--- config.mk ---
export PLATFORM = sky130hd
export DESIGN_NAME = decode_stage
export DESIGN_NICKNAME = d
export VERILOG_FILES = /design/src/rtl/decode_stage_pkg.sv /design/src/rtl/decode_stage_hazard_scoreboard.sv /design/src/rtl/decode_stage.sv
export SDC_FILE = /design/constraint.sdc
export NUM_CORES = 1
export LEC_CHECK = 0
export ABC_AREA = 1
export CORE_MARGIN = 3
export CORE_UTILIZATION = 44
export CTS_CLUSTER_SIZE = 30
export DETAILED_ROUTE_END_ITERATION = 12
export PLACE_DENSITY = 0.87
export REMOVE_ABC_BUFFERS = 1
export SYNTH_ARGS = -nofsm -noshare
export SYNTH_HDL_FRONTEND = slang
export SYNTH_SLANG_ARGS = --single-unit
--- constraint.sdc ---
create_clock -name clk -period 2.4 [get_ports clk]
set_clock_uncertainty 0.1 [all_clocks]
set_input_delay 0.48 -clock clk [delete_from_list [all_inputs] [get_ports clk]]
set_output_delay 0.48 -clock clk [all_outputs]
set_load 0.05 [all_outputs]
--- src/rtl/decode_stage_pkg.sv ---
// Shared definitions for the decode stage: instruction field layout, opcode and
// ALU encodings, the decoded control word and the opcode decode table.
package decode_stage_pkg;

  // Instruction layout: [31:27] opcode, [24:20] dest, [19:15] srcA, [14:10] srcB.
  // Register fields are 5 bits wide; the design uses the low REG_W bits of each.
  localparam int OPC_W    = 5;
  localparam int OPC_LSB  = 27;
  localparam int DEST_LSB = 20;
  localparam int SRCA_LSB = 15;
  localparam int SRCB_LSB = 10;

  localparam logic [OPC_W-1:0] OP_ADD = 5'd0;
  localparam logic [OPC_W-1:0] OP_SUB = 5'd1;
  localparam logic [OPC_W-1:0] OP_AND = 5'd2;
  localparam logic [OPC_W-1:0] OP_ORR = 5'd3;
  localparam logic [OPC_W-1:0] OP_NOR = 5'd4;
  localparam logic [OPC_W-1:0] OP_XOR = 5'd5;
  localparam logic [OPC_W-1:0] OP_LSL = 5'd6;
  localparam logic [OPC_W-1:0] OP_LSR = 5'd7;
  localparam logic [OPC_W-1:0] OP_LDW = 5'd8;
  localparam logic [OPC_W-1:0] OP_LDB = 5'd9;
  localparam logic [OPC_W-1:0] OP_STW = 5'd10;
  localparam logic [OPC_W-1:0] OP_STB = 5'd11;
  localparam logic [OPC_W-1:0] OP_BNE = 5'd12;
  localparam logic [OPC_W-1:0] OP_BLT = 5'd13;
  localparam logic [OPC_W-1:0] OP_BST = 5'd14;
  localparam logic [OPC_W-1:0] OP_MOV = 5'd15;
  localparam logic [OPC_W-1:0] OP_NOP = 5'd16;

  // ALU codes for the register-register group equal the low bits of their opcode.
  localparam int ALU_W = 4;
  localparam logic [ALU_W-1:0] ALU_ADD   = 4'd0;
  localparam logic [ALU_W-1:0] ALU_SUB   = 4'd1;
  localparam logic [ALU_W-1:0] ALU_AND   = 4'd2;
  localparam logic [ALU_W-1:0] ALU_ORR   = 4'd3;
  localparam logic [ALU_W-1:0] ALU_NOR   = 4'd4;
  localparam logic [ALU_W-1:0] ALU_XOR   = 4'd5;
  localparam logic [ALU_W-1:0] ALU_LSL   = 4'd6;
  localparam logic [ALU_W-1:0] ALU_LSR   = 4'd7;
  localparam logic [ALU_W-1:0] ALU_LT    = 4'd8;
  localparam logic [ALU_W-1:0] ALU_PASSA = 4'd9;

  typedef enum logic {
    RUN     = 1'b0,
    BR_WAIT = 1'b1
  } state_t;

  typedef struct packed {
    logic             regWrEn;
    logic             memEn;
    logic             memRW;
    logic             is_branch;
    logic             SEL_valB;
    logic             SEL_wrData;
    logic             SEL_destReg;
    logic             useSrcA;
    logic             useSrcB;
    logic [ALU_W-1:0] alu_op;
  } control_t;

  function automatic control_t decodeOp(input logic [OPC_W-1:0] opc);
    control_t c;
    c = '0;
    case (opc)
      OP_ADD, OP_SUB, OP_AND, OP_ORR, OP_NOR, OP_XOR, OP_LSL, OP_LSR: begin
        c.regWrEn = 1'b1;
        c.alu_op  = opc[ALU_W-1:0];
        c.useSrcA = 1'b1;
        c.useSrcB = 1'b1;
      end
      OP_LDW, OP_LDB: begin
        c.regWrEn     = 1'b1;
        c.memEn       = 1'b1;
        c.SEL_valB    = 1'b1;
        c.SEL_wrData  = 1'b1;
        c.SEL_destReg = 1'b1;
        c.alu_op      = ALU_ADD;
        c.useSrcA     = 1'b1;
      end
      OP_STW, OP_STB: begin
        c.memEn       = 1'b1;
        c.memRW       = 1'b1;
        c.SEL_valB    = 1'b1;
        c.SEL_destReg = 1'b1;
        c.alu_op      = ALU_ADD;
        c.useSrcA     = 1'b1;
        c.useSrcB     = 1'b1;
      end
      OP_BNE, OP_BLT, OP_BST: begin
        c.is_branch = 1'b1;
        c.useSrcA   = 1'b1;
        c.useSrcB   = 1'b1;
        c.alu_op    = (opc == OP_BNE) ? ALU_SUB :
                      (opc == OP_BLT) ? ALU_LT  : ALU_AND;
      end
      OP_MOV: begin
        c.regWrEn = 1'b1;
        c.alu_op  = ALU_PASSA;
        c.useSrcA = 1'b1;
      end
      default: c = '0;
    endcase
    return c;
  endfunction

  function automatic logic opIllegal(input logic [OPC_W-1:0] opc);
    return opc > OP_NOP;
  endfunction

endpackage

--- src/rtl/decode_stage_hazard_scoreboard.sv ---
// Tracks destination registers of instructions that left decode and flags a
// RAW hazard for the instruction currently offered to decode.
module hazard_scoreboard
  import decode_stage_pkg::*;
#(
  parameter int REG_W      = 4,
  parameter int PIPE_DEPTH = 3,
  parameter int FWD_EN     = 1
) (
  input  logic             clk,
  input  logic             rst_n,
  input  logic             pushEn,
  input  logic [REG_W-1:0] pushDest,
  input  logic             pushIsLoad,
  input  logic             candValid,
  input  logic [REG_W-1:0] candDest,
  input  logic             candIsLoad,
  input  logic             useSrcA,
  input  logic [REG_W-1:0] srcA,
  input  logic             useSrcB,
  input  logic [REG_W-1:0] srcB,
  output logic             hazard
);

  logic [PIPE_DEPTH-1:0]            sbValid;
  logic [PIPE_DEPTH-1:0]            sbIsLoad;
  logic [PIPE_DEPTH-1:0][REG_W-1:0] sbDest;

  // With forwarding only a load still sitting in the decode output register
  // can be waited on; R0 is hardwired and never produces a dependency.
  function automatic logic hits(
    input logic             v,
    input logic [REG_W-1:0] d,
    input logic             ld,
    input logic             ua,
    input logic [REG_W-1:0] a,
    input logic             ub,
    input logic [REG_W-1:0] b
  );
    logic match;
    match = (ua && (a == d)) || (ub && (b == d));
    return v && (d != '0) && match && ((FWD_EN != 0) ? ld : 1'b1);
  endfunction

  always_ff @(posedge clk or negedge rst_n) begin
    if (!rst_n) begin
      sbValid  <= '0;
      sbIsLoad <= '0;
      sbDest   <= '0;
    end else begin
      sbValid[0]  <= pushEn;
      sbIsLoad[0] <= pushEn & pushIsLoad;
      sbDest[0]   <= pushDest;
      for (int i = PIPE_DEPTH - 1; i > 0; i--) begin
        sbValid[i]  <= sbValid[i-1];
        sbIsLoad[i] <= sbIsLoad[i-1];
        sbDest[i]   <= sbDest[i-1];
      end
    end
  end

  always_comb begin
    hazard = hits(candValid, candDest, candIsLoad, useSrcA, srcA, useSrcB, srcB);
    if (FWD_EN == 0) begin
      for (int i = 0; i < PIPE_DEPTH; i++) begin
        hazard = hazard | hits(sbValid[i], sbDest[i], sbIsLoad[i],
                               useSrcA, srcA, useSrcB, srcB);
      end
    end
  end

endmodule

--- src/rtl/decode_stage.sv ---
// Registered decode stage between fetch and execute: decodes one instruction per
// handshake, holds issue on RAW hazards and while a branch is unresolved.
module decode_stage
  import decode_stage_pkg::*;
#(
  parameter int INSTR_LEN  = 32,
  parameter int PC_W       = 32,
  parameter int NUM_REGS   = 16,
  parameter int PIPE_DEPTH = 3,
  parameter int FWD_EN     = 1,
  parameter int CNT_W      = 16
) (
  input  logic                         clk,
  input  logic                         rst_n,
  input  logic                         in_valid,
  output logic                         in_ready,
  input  logic [INSTR_LEN-1:0]         in_instr,
  input  logic [PC_W-1:0]              in_pc,
  output logic                         out_valid,
  input  logic                         out_ready,
  output logic [$bits(control_t)-1:0]  out_ctrl,
  output logic [INSTR_LEN-1:0]         out_instr,
  output logic [PC_W-1:0]              out_pc,
  output logic                         out_illegal,
  input  logic                         br_resolve,
  output logic                         hazard_stall,
  output logic [CNT_W-1:0]             stall_cnt
);

  localparam int REG_W = $clog2(NUM_REGS);

  // Handshake: a word moves on a side in any cycle where valid & ready are both
  // high; valid never depends on ready, and an offered word stays put until taken.
  state_t           state;
  state_t           nextState;
  control_t         inCtrl;
  control_t         ctrlQ;
  logic             inFire;
  logic             outFire;
  logic             hazardRaw;
  logic             hazard;
  logic             outIsLoad;
  logic [REG_W-1:0] inSrcA;
  logic [REG_W-1:0] inSrcB;
  logic [REG_W-1:0] outDest;

  assign inCtrl    = decodeOp(in_instr[OPC_LSB +: OPC_W]);
  assign inSrcA    = in_instr[SRCA_LSB +: REG_W];
  assign inSrcB    = in_instr[SRCB_LSB +: REG_W];
  assign outDest   = out_instr[DEST_LSB +: REG_W];
  assign outIsLoad = ctrlQ.regWrEn & ctrlQ.memEn & ~ctrlQ.memRW;
  assign outFire   = out_valid & out_ready;
  assign inFire    = in_valid & in_ready;
  assign hazard    = in_valid & hazardRaw;
  assign out_ctrl  = ctrlQ;

  hazard_scoreboard #(
    .REG_W      (REG_W),
    .PIPE_DEPTH (PIPE_DEPTH),
    .FWD_EN     (FWD_EN)
  ) u_scoreboard (
    .clk        (clk),
    .rst_n      (rst_n),
    .pushEn     (outFire & ctrlQ.regWrEn),
    .pushDest   (outDest),
    .pushIsLoad (outIsLoad),
    .candValid  (out_valid & ctrlQ.regWrEn),
    .candDest   (outDest),
    .candIsLoad (outIsLoad),
    .useSrcA    (inCtrl.useSrcA),
    .srcA       (inSrcA),
    .useSrcB    (inCtrl.useSrcB),
    .srcB       (inSrcB),
    .hazard     (hazardRaw)
  );

  always_ff @(posedge clk or negedge rst_n) begin
    if (!rst_n) begin
      state <= RUN;
    end else begin
      state <= nextState;
    end
  end

  always_comb begin
    nextState = state;
    case (state)
      RUN:     if (outFire && ctrlQ.is_branch) nextState = BR_WAIT;
      BR_WAIT: if (br_resolve) nextState = RUN;
      default: nextState = RUN;
    endcase
  end

  always_comb begin
    in_ready     = 1'b0;
    hazard_stall = 1'b0;
    case (state)
      RUN: begin
        in_ready     = ~hazard & (~out_valid | out_ready);
        hazard_stall = hazard;
      end
      default: begin
        in_ready     = 1'b0;
        hazard_stall = 1'b0;
      end
    endcase
  end

  // Output register: payload only changes on accept, so it is stable while blocked.
  always_ff @(posedge clk or negedge rst_n) begin
    if (!rst_n) begin
      out_valid   <= 1'b0;
      ctrlQ       <= '0;
      out_instr   <= '0;
      out_pc      <= '0;
      out_illegal <= 1'b0;
    end else if (inFire) begin
      out_valid   <= 1'b1;
      ctrlQ       <= inCtrl;
      out_instr   <= in_instr;
      out_pc      <= in_pc;
      out_illegal <= opIllegal(in_instr[OPC_LSB +: OPC_W]);
    end else if (outFire) begin
      out_valid   <= 1'b0;
    end
  end

  always_ff @(posedge clk or negedge rst_n) begin
    if (!rst_n) begin
      stall_cnt <= '0;
    end else if (hazard_stall && (stall_cnt != {CNT_W{1'b1}})) begin
      stall_cnt <= stall_cnt + 1'b1;
    end
  end

endmodule

==> Word level (Yosys, flattened, before mapping) <==
Cells that the tools add are included.
{ "totals": {"word_cells": 82, "register_bits": 94, "output_inout_bits": 97, "inputBits": 69} }
{ "classes": {"muxes": 17, "n_addsub": 1, "n_eq_ne": 18, "magnitude_cmp": 1, "n_reduce_logical": 19, "bitwise_logic": 12} }
{ "ops": {"columns": ["op", "count"], "rows": [
  ["$eq 5x4->1 const B", 8],
  ["$eq 5x3->1 const B", 4],
  ["$add 16x1->16 const B", 1],
  ["$ne 16x16->1 const B", 1],
  ["$reduce_or 16->1", 1],
  ["$mux 1", 13],
  ["$reduce_or 13->1", 1],
  ["$pmux 4 s3", 1],
  ["$reduce_or 11->1", 1],
  ["$eq 5x2->1 const B", 2],
  ["$eq 4x4->1", 2],
  ["$mux 4", 2],
  ["$reduce_or 8->1", 1],
  ["$and 1x1->1", 7],
  ["$logic_and 1x1->1", 7],
  ["$eq 5x1->1 const B", 1],
  ["$gt 5x5->1 const B", 1],
  ["$logic_not 5->1", 1],
  ["$not 1->1", 4],
  ["$reduce_bool 4->1", 1],
  ["$reduce_or 2->1", 2],
  ["$reduce_or 4->1", 1],
  ["$reduce_or 3->1", 1],
  ["$pmux 1 s2", 1],
  ["3 further kinds", 3]
]} }

==> Logic depth before layout (Yosys ltp) <==
{ "logic_depth": {"depth_word": 13, "mapped_depth": 15, "mapped_depth_nobuf": 13} }

==> Hierarchy <==
Synthesis repeated with hierarchy kept, for this count alone.
{ "unflattened": {"hier_cells": 540, "area_unflattened_um2": 4265.3} }
{ "modules_own_cells": {"columns": ["mod", "area_per_inst_um2", "instances", "cells_per_inst", "seq_area_each_um2"], "rows": [
  ["decode_stage", 4097.7, 1, 504, 2352.3],
  ["hazard_scoreboard", 167.7, 1, 36, 0.0]
]} }

==> Worst setup path after synthesis <==
No wires, ideal clock.
{ "synth_timing": {"kind": "register to output", "startpoint": "register out_instr[23]", "endpoint": "output port hazard_stall", "required_time_ps": 1820, "stages_incl_launch_ff": 7, "slack_ps": 112, "arrival_time_ps": 1708, "cell_sequence": "dfrtp_1 > inv_1 > nand2_1 > nor3_1 > nor3_1 > nand3_1 > inv_1"} }
{ "synth_via": {"elab_chain_cells": 7, "word_cells_on_any_way": 11, "classes_between": "2 x eq/ne; 1 x mux; 1 x bitwise; 7 x reduce/logical"} }
{ "synth_rtl": {"columns": ["item", "line", "source"], "rows": [
  ["start, declared", "decode_stage.sv:22", "output logic [INSTR_LEN-1:0] out_instr,"],
  ["start signal, assigned", "decode_stage.sv:120", "out_instr <= in_instr;"],
  ["$eq 4x4->1", "decode_stage_hazard_scoreboard.sv:41", "match = (ua && (a == d)) || (ub && (b == d));"],
  ["$logic_and 1x1->1", "decode_stage_hazard_scoreboard.sv:41", null],
  ["$logic_or 1x1->1", "decode_stage_hazard_scoreboard.sv:41", null],
  ["$logic_and 1x1->1 (*) (2 in series)", "decode_stage_hazard_scoreboard.sv:42", "return v && (d != '0) && match && ((FWD_EN != 0) ? ld : 1'b1);"],
  ["$and 1x1->1 (*)", "decode_stage.sv:54", "assign hazard = in_valid & hazardRaw;"],
  ["$mux 1 (*)", "decode_stage.sv:97", "case (state)"],
  ["end, declared", "decode_stage.sv:26", "output logic hazard_stall,"]
]} }
Every way passes the cells marked *; elsewhere a longest branch is shown, timed or not.

==> Final worst setup path <==
{ "layout_timing": {"startpoint": "input port in_instr[31]", "endpoint": "output port in_ready"} }
{ "layout_via": {"elab_chain_cells": 11, "word_cells_on_any_way": 29, "classes_between": "15 x eq/ne; 3 x mux; 3 x bitwise; 8 x reduce/logical"} }
{ "layout_rtl": {"columns": ["item", "line", "source"], "rows": [
  ["start, declared", "decode_stage.sv:17", "input logic [INSTR_LEN-1:0] in_instr,"],
  ["$eq 5x4->1 (tied with other cells)", "decode_stage_pkg.sv:65", "case (opc)"],
  ["$reduce_or 16->1 (no source line) / $reduce_or 13->1 (equally long branches)", null, null],
  ["$mux 1", "decode_stage_pkg.sv:65", null],
  ["$logic_and 1x1->1", "decode_stage_hazard_scoreboard.sv:41", null],
  ["$logic_or 1x1->1 (*)", "decode_stage_hazard_scoreboard.sv:41", null],
  ["$logic_and 1x1->1 (*) (2 in series)", "decode_stage_hazard_scoreboard.sv:42", null],
  ["$and 1x1->1 (*)", "decode_stage.sv:54", null],
  ["$not 1->1 (*)", "decode_stage.sv:99", "in_ready = ~hazard & (~out_valid | out_ready);"],
  ["$and 1x1->1 (*)", "decode_stage.sv:99", null],
  ["$mux 1 (*)", "decode_stage.sv:97", null],
  ["end, declared", "decode_stage.sv:16", "output logic in_ready,"]
]} }
Marked as above.

==> results <==
- The post-detailed-placement half-perimeter wirelength is about 9000 um.
- The remaining number of nets flagged by the antenna check after routing is 0.
- In this run the biggest area consumer among cell types represents approximately 55% of the synthesized area.
- The netlist area before placement is about 4200 um^2.
- The overall track demand over capacity in global routing is 21.45%.
- The number of remaining DRC errors is 0.
- Global routing finished with a remaining overflow of 0.
- In this run the horizontal extent of the chip is around 100 um.
- The delay of the slowest critical-path stage is around 0.31 ns.
- Before CTS, the worst setup slack after placement is -0.2113 ns.
- STA classifies the critical path startpoint as an input port.
- The final critical path takes up between 90% and 100% of the cycle.
- The headroom to the max-slew limit is between 60 and 70%.
- Among all stages on the critical path, the largest delay is contributed by sky130_fd_sc_hd__dlygate4sd2_1.
- The detail-routed net length per standard cell is approximately 14 um.
- The reported max-cap violation count is 0.
- After technology mapping, the gate count stands at slightly above 500.
- Sequential cells were found to cover between 50% and 60% of the synthesized design area.
- The number of endpoints with negative hold slack in the final report is 0.
- The worst path meets setup with around 0.076 ns of slack.
- The average via count per standard cell is approximately 4.8.
- The violation count after the first detailed-route iteration is around 190.
- The first TritonRoute pass finished after 5 iterations.
- Yosys mapped the design onto 28 distinct sky130hd cell types.
- The die covers around 11000 um^2.
- The final count of pins violating max slew is 0.
- The initial antenna violation count came to 0.
- The gate family responsible for the most delay along the worst path is buffers and inverters.
- Setup violations remaining at the end of the flow were counted as 0.
- The worst reg-to-reg setup slack is ~0.28 ns.
- In this run, CTS created clock tree buffers numbering 9.
- The clock slew at the register clock pins of the worst setup and hold paths is about 0.090 ns.
- The initial cell density of the core is a little under half.
- The cell sitting at the root of the clock tree is a sky130_fd_sc_hd__clkbuf_8.
- The tree built by TritonCTS fans out to 94 sinks.
- Ranked by total cell area, the synthesized netlist is headed by sky130_fd_sc_hd__dfrtp_1 55%, sky130_fd_sc_hd__nand2_1 22%, sky130_fd_sc_hd__inv_1 3.2%.
- The CTS tree is built.
- The required time of the worst setup path is 1.82 ns.
- The critical path goes through dlygate4sd2_1 -> inv_2 -> nand4_1 -> nand3_2 -> nand2_2 -> nand2_2 -> nand2_2 -> nand2_2 -> inv_4 -> buf_12.
- The type of the tightest min-delay check is in2reg.
- Across the VDD grid, the largest voltage drop is between 0.0004 and 0.0005 V.
- The synthesized area per cell is 8.232 um^2.
- Leaving out fill and tap cells, the most frequent cells in the layout are 244 x sky130_fd_sc_hd__nand2_1, 149 x sky130_fd_sc_hd__clkdlybuf4s50_1, 92 x sky130_fd_sc_hd__dfrtp_1, 32 x sky130_fd_sc_hd__inv_1, 23 x sky130_fd_sc_hd__o21ai_0.
- In this run the static leakage power is between 3 and 4 nW.
- The slew at the pin closest to its max-slew limit is 0.5507 ns.
- In this design, the critical path's most frequently occurring cell is sky130_fd_sc_hd__nand2_2.
- Of the cells placed in the final design, the portion with a size suffix greater than 1 is about an eighth.
- The clock tree buffer depth is 2.
- The antenna diode count is 0.
- Counting I/O delays and the setup requirement, the final critical path takes roughly 2.3 ns.
- The critical path is of the in2out type.
- The synthesized design contains 94 register bits.
- After the last flow step, the layout net total stands at ~770.
- The number of global-route vias before repair is roughly 4000.
- The final core utilization is just under 70%.
- Port buffering added about 170 buffers.
- In this run the worst path has a maximum fanout of 5.
- The number of levels in the clock H-tree is 3.
- The area overhead of the layout relative to synthesis is 51.78%.
- After detailed routing, the total wire length is 11530 um.
- The maximum clock frequency is approximately 430 MHz.
- The critical path contains buffers and inverters numbering 4 combined.
- The most common cell after layout, fill and taps aside is sky130_fd_sc_hd__nand2_1.
- The total area inside the core boundary comes to 9328 um^2.
- The capturing element type of the critical path is an output pin.
- Entering global routing, the biggest net connects 44 pins.
- The data arrival at the endpoint of the critical path is roughly 1.7 ns.
- The biggest area contributor in the post-synthesis netlist is sky130_fd_sc_hd__dfrtp_1.
- The via count is about 4000.
- The flow ran to the end, and the final reports show no timing, DRC or antenna violations.
- The worst-skew pair later-pin latency is roughly 0.35 ns.
- Routability-driven placement finished with a final weighted congestion of around 0.92.
- The global-route wire length before repair is about 19000 um.
- From bottom edge to top edge, the die measures roughly 100 um.
- The floorplan has 35 rows.
- The number of top-level pins is between 150 and 200.
- The power density of the placed cells is between 700 and 800 nW/um^2.
- The count of warnings emitted by yosys is 0.
==> per-layer routing <==
metal	share of wire, %	global-route usage, %	routed length, um
met5	0	0	0
met4	2.0	6.553	226
met1	41	26.24	4727
met2	49	36.26	5634
met3	8.2	6.890	944
==> flip-flops by register name, summed over array words and instances, names as in the netlist <==
name and count:
out_instr 32, out_pc 32, stall_cnt 16, out_ctrl 11
out_illegal 1, out_valid 1, state 1
==> kinds of logic (layout without fill, tap and decap cells) <==
logic type	after synthesis	in the layout	synth area share, %
flip-flops	94	94	55.38
buffers and inverters	58	249	7.157
XOR/XNOR	4	4	0.8249
AND/OR/NAND/NOR	331	331	32.99
AO/OA/AOI/OAI	28	28	3.358
adder cells (fa/ha/maj)	1	1	0.2945
==> cells in the mapped netlist <==
library cell                 n
sky130_fd_sc_hd__a21oi_1     2
sky130_fd_sc_hd__buf_12      1
sky130_fd_sc_hd__buf_2       8
sky130_fd_sc_hd__buf_4       3
sky130_fd_sc_hd__buf_6       5
sky130_fd_sc_hd__buf_8       1
sky130_fd_sc_hd__clkbuf_1    1
sky130_fd_sc_hd__dfrtp_1    94
sky130_fd_sc_hd__ha_1        1
sky130_fd_sc_hd__inv_1      36
sky130_fd_sc_hd__inv_2       3
sky130_fd_sc_hd__nand2_1   247
sky130_fd_sc_hd__nand2_2    15
sky130_fd_sc_hd__nand2_4     1
sky130_fd_sc_hd__nand3_1    20
sky130_fd_sc_hd__nand3_2     1
sky130_fd_sc_hd__nand3b_1    6
sky130_fd_sc_hd__nand4_1     8
sky130_fd_sc_hd__nand4_2     1
sky130_fd_sc_hd__nor2_1     21
sky130_fd_sc_hd__nor2_2      2
sky130_fd_sc_hd__nor2_4      2
sky130_fd_sc_hd__nor3_1      5
sky130_fd_sc_hd__nor4_1      2
sky130_fd_sc_hd__o21a_1      1
sky130_fd_sc_hd__o21ai_0    25
sky130_fd_sc_hd__xnor2_1     3
sky130_fd_sc_hd__xor2_1      1
==> layout make-up <==
class	instances	area [um^2]
Clock inverter	6	52.55
Clock buffer	10	127.6
Sequential cell	94	2355
Tap cell	129	161.4
Multi-Input combinational cell	364	1612
Fill cell	759	2880
Inverter	39	148.9
Timing Repair Buffer	194	1991
==> worst min-delay path: stages <==
cell,delay [ns]
sky130_fd_sc_hd__dlymetal6s2s_1,0.11
sky130_fd_sc_hd__nand2_1,0.06
sky130_fd_sc_hd__nand2_1,0.06
==> through the flow <==
step / power, mW / hold WS, ns / cell area, um^2 / setup TNS [ns] / instances
finish: 4.802 / 0.2999 / 6447 / 0 / 836
global route: 5.022 / 0.3043 / 6447 / -0.002790 / 836
CTS: 4.824 / 0.3812 / 6370 / 0 / 831
detailed placement: 3.834 / 0.3375 / 6173 / -11.53 / 813
global placement: 3.794 / 0.3239 / 6173 / -0.6862 / 813
floorplan: 3.036 / 0.08441 / 4090 / -38.54 / 497
==> what timing repair did <==
item	CTS	global route
buffers inserted	1	5
resized for setup	7	21
pin swaps	0	4
hold buffers	1	0
endpoints found under the hold margin	27	0
endpoints found under the setup margin	2	2
==> where the power goes <==
group / total (mW) / internal [mW] / switching (mW)
Sequential: 1.95 / 1.80 / 0.152
Clock: 0.979 / 0.394 / 0.585
Combinational: 1.87 / 0.652 / 1.22
==> final timing paths <==
path                          startpoint       endpoint  cells past startpoint
max in group asynchronous          rst_n      out_pc[8]                      3
max                         in_instr[31]       in_ready                     10
min                         in_instr[17]  out_instr[17]                      3
max reg2reg                 stall_cnt[0]   stall_cnt[6]                     10
min reg2reg                out_instr[26]  out_instr[26]                      2
min in group asynchronous          rst_n  out_instr[13]                      2
(Power assumes the default switching activity.)
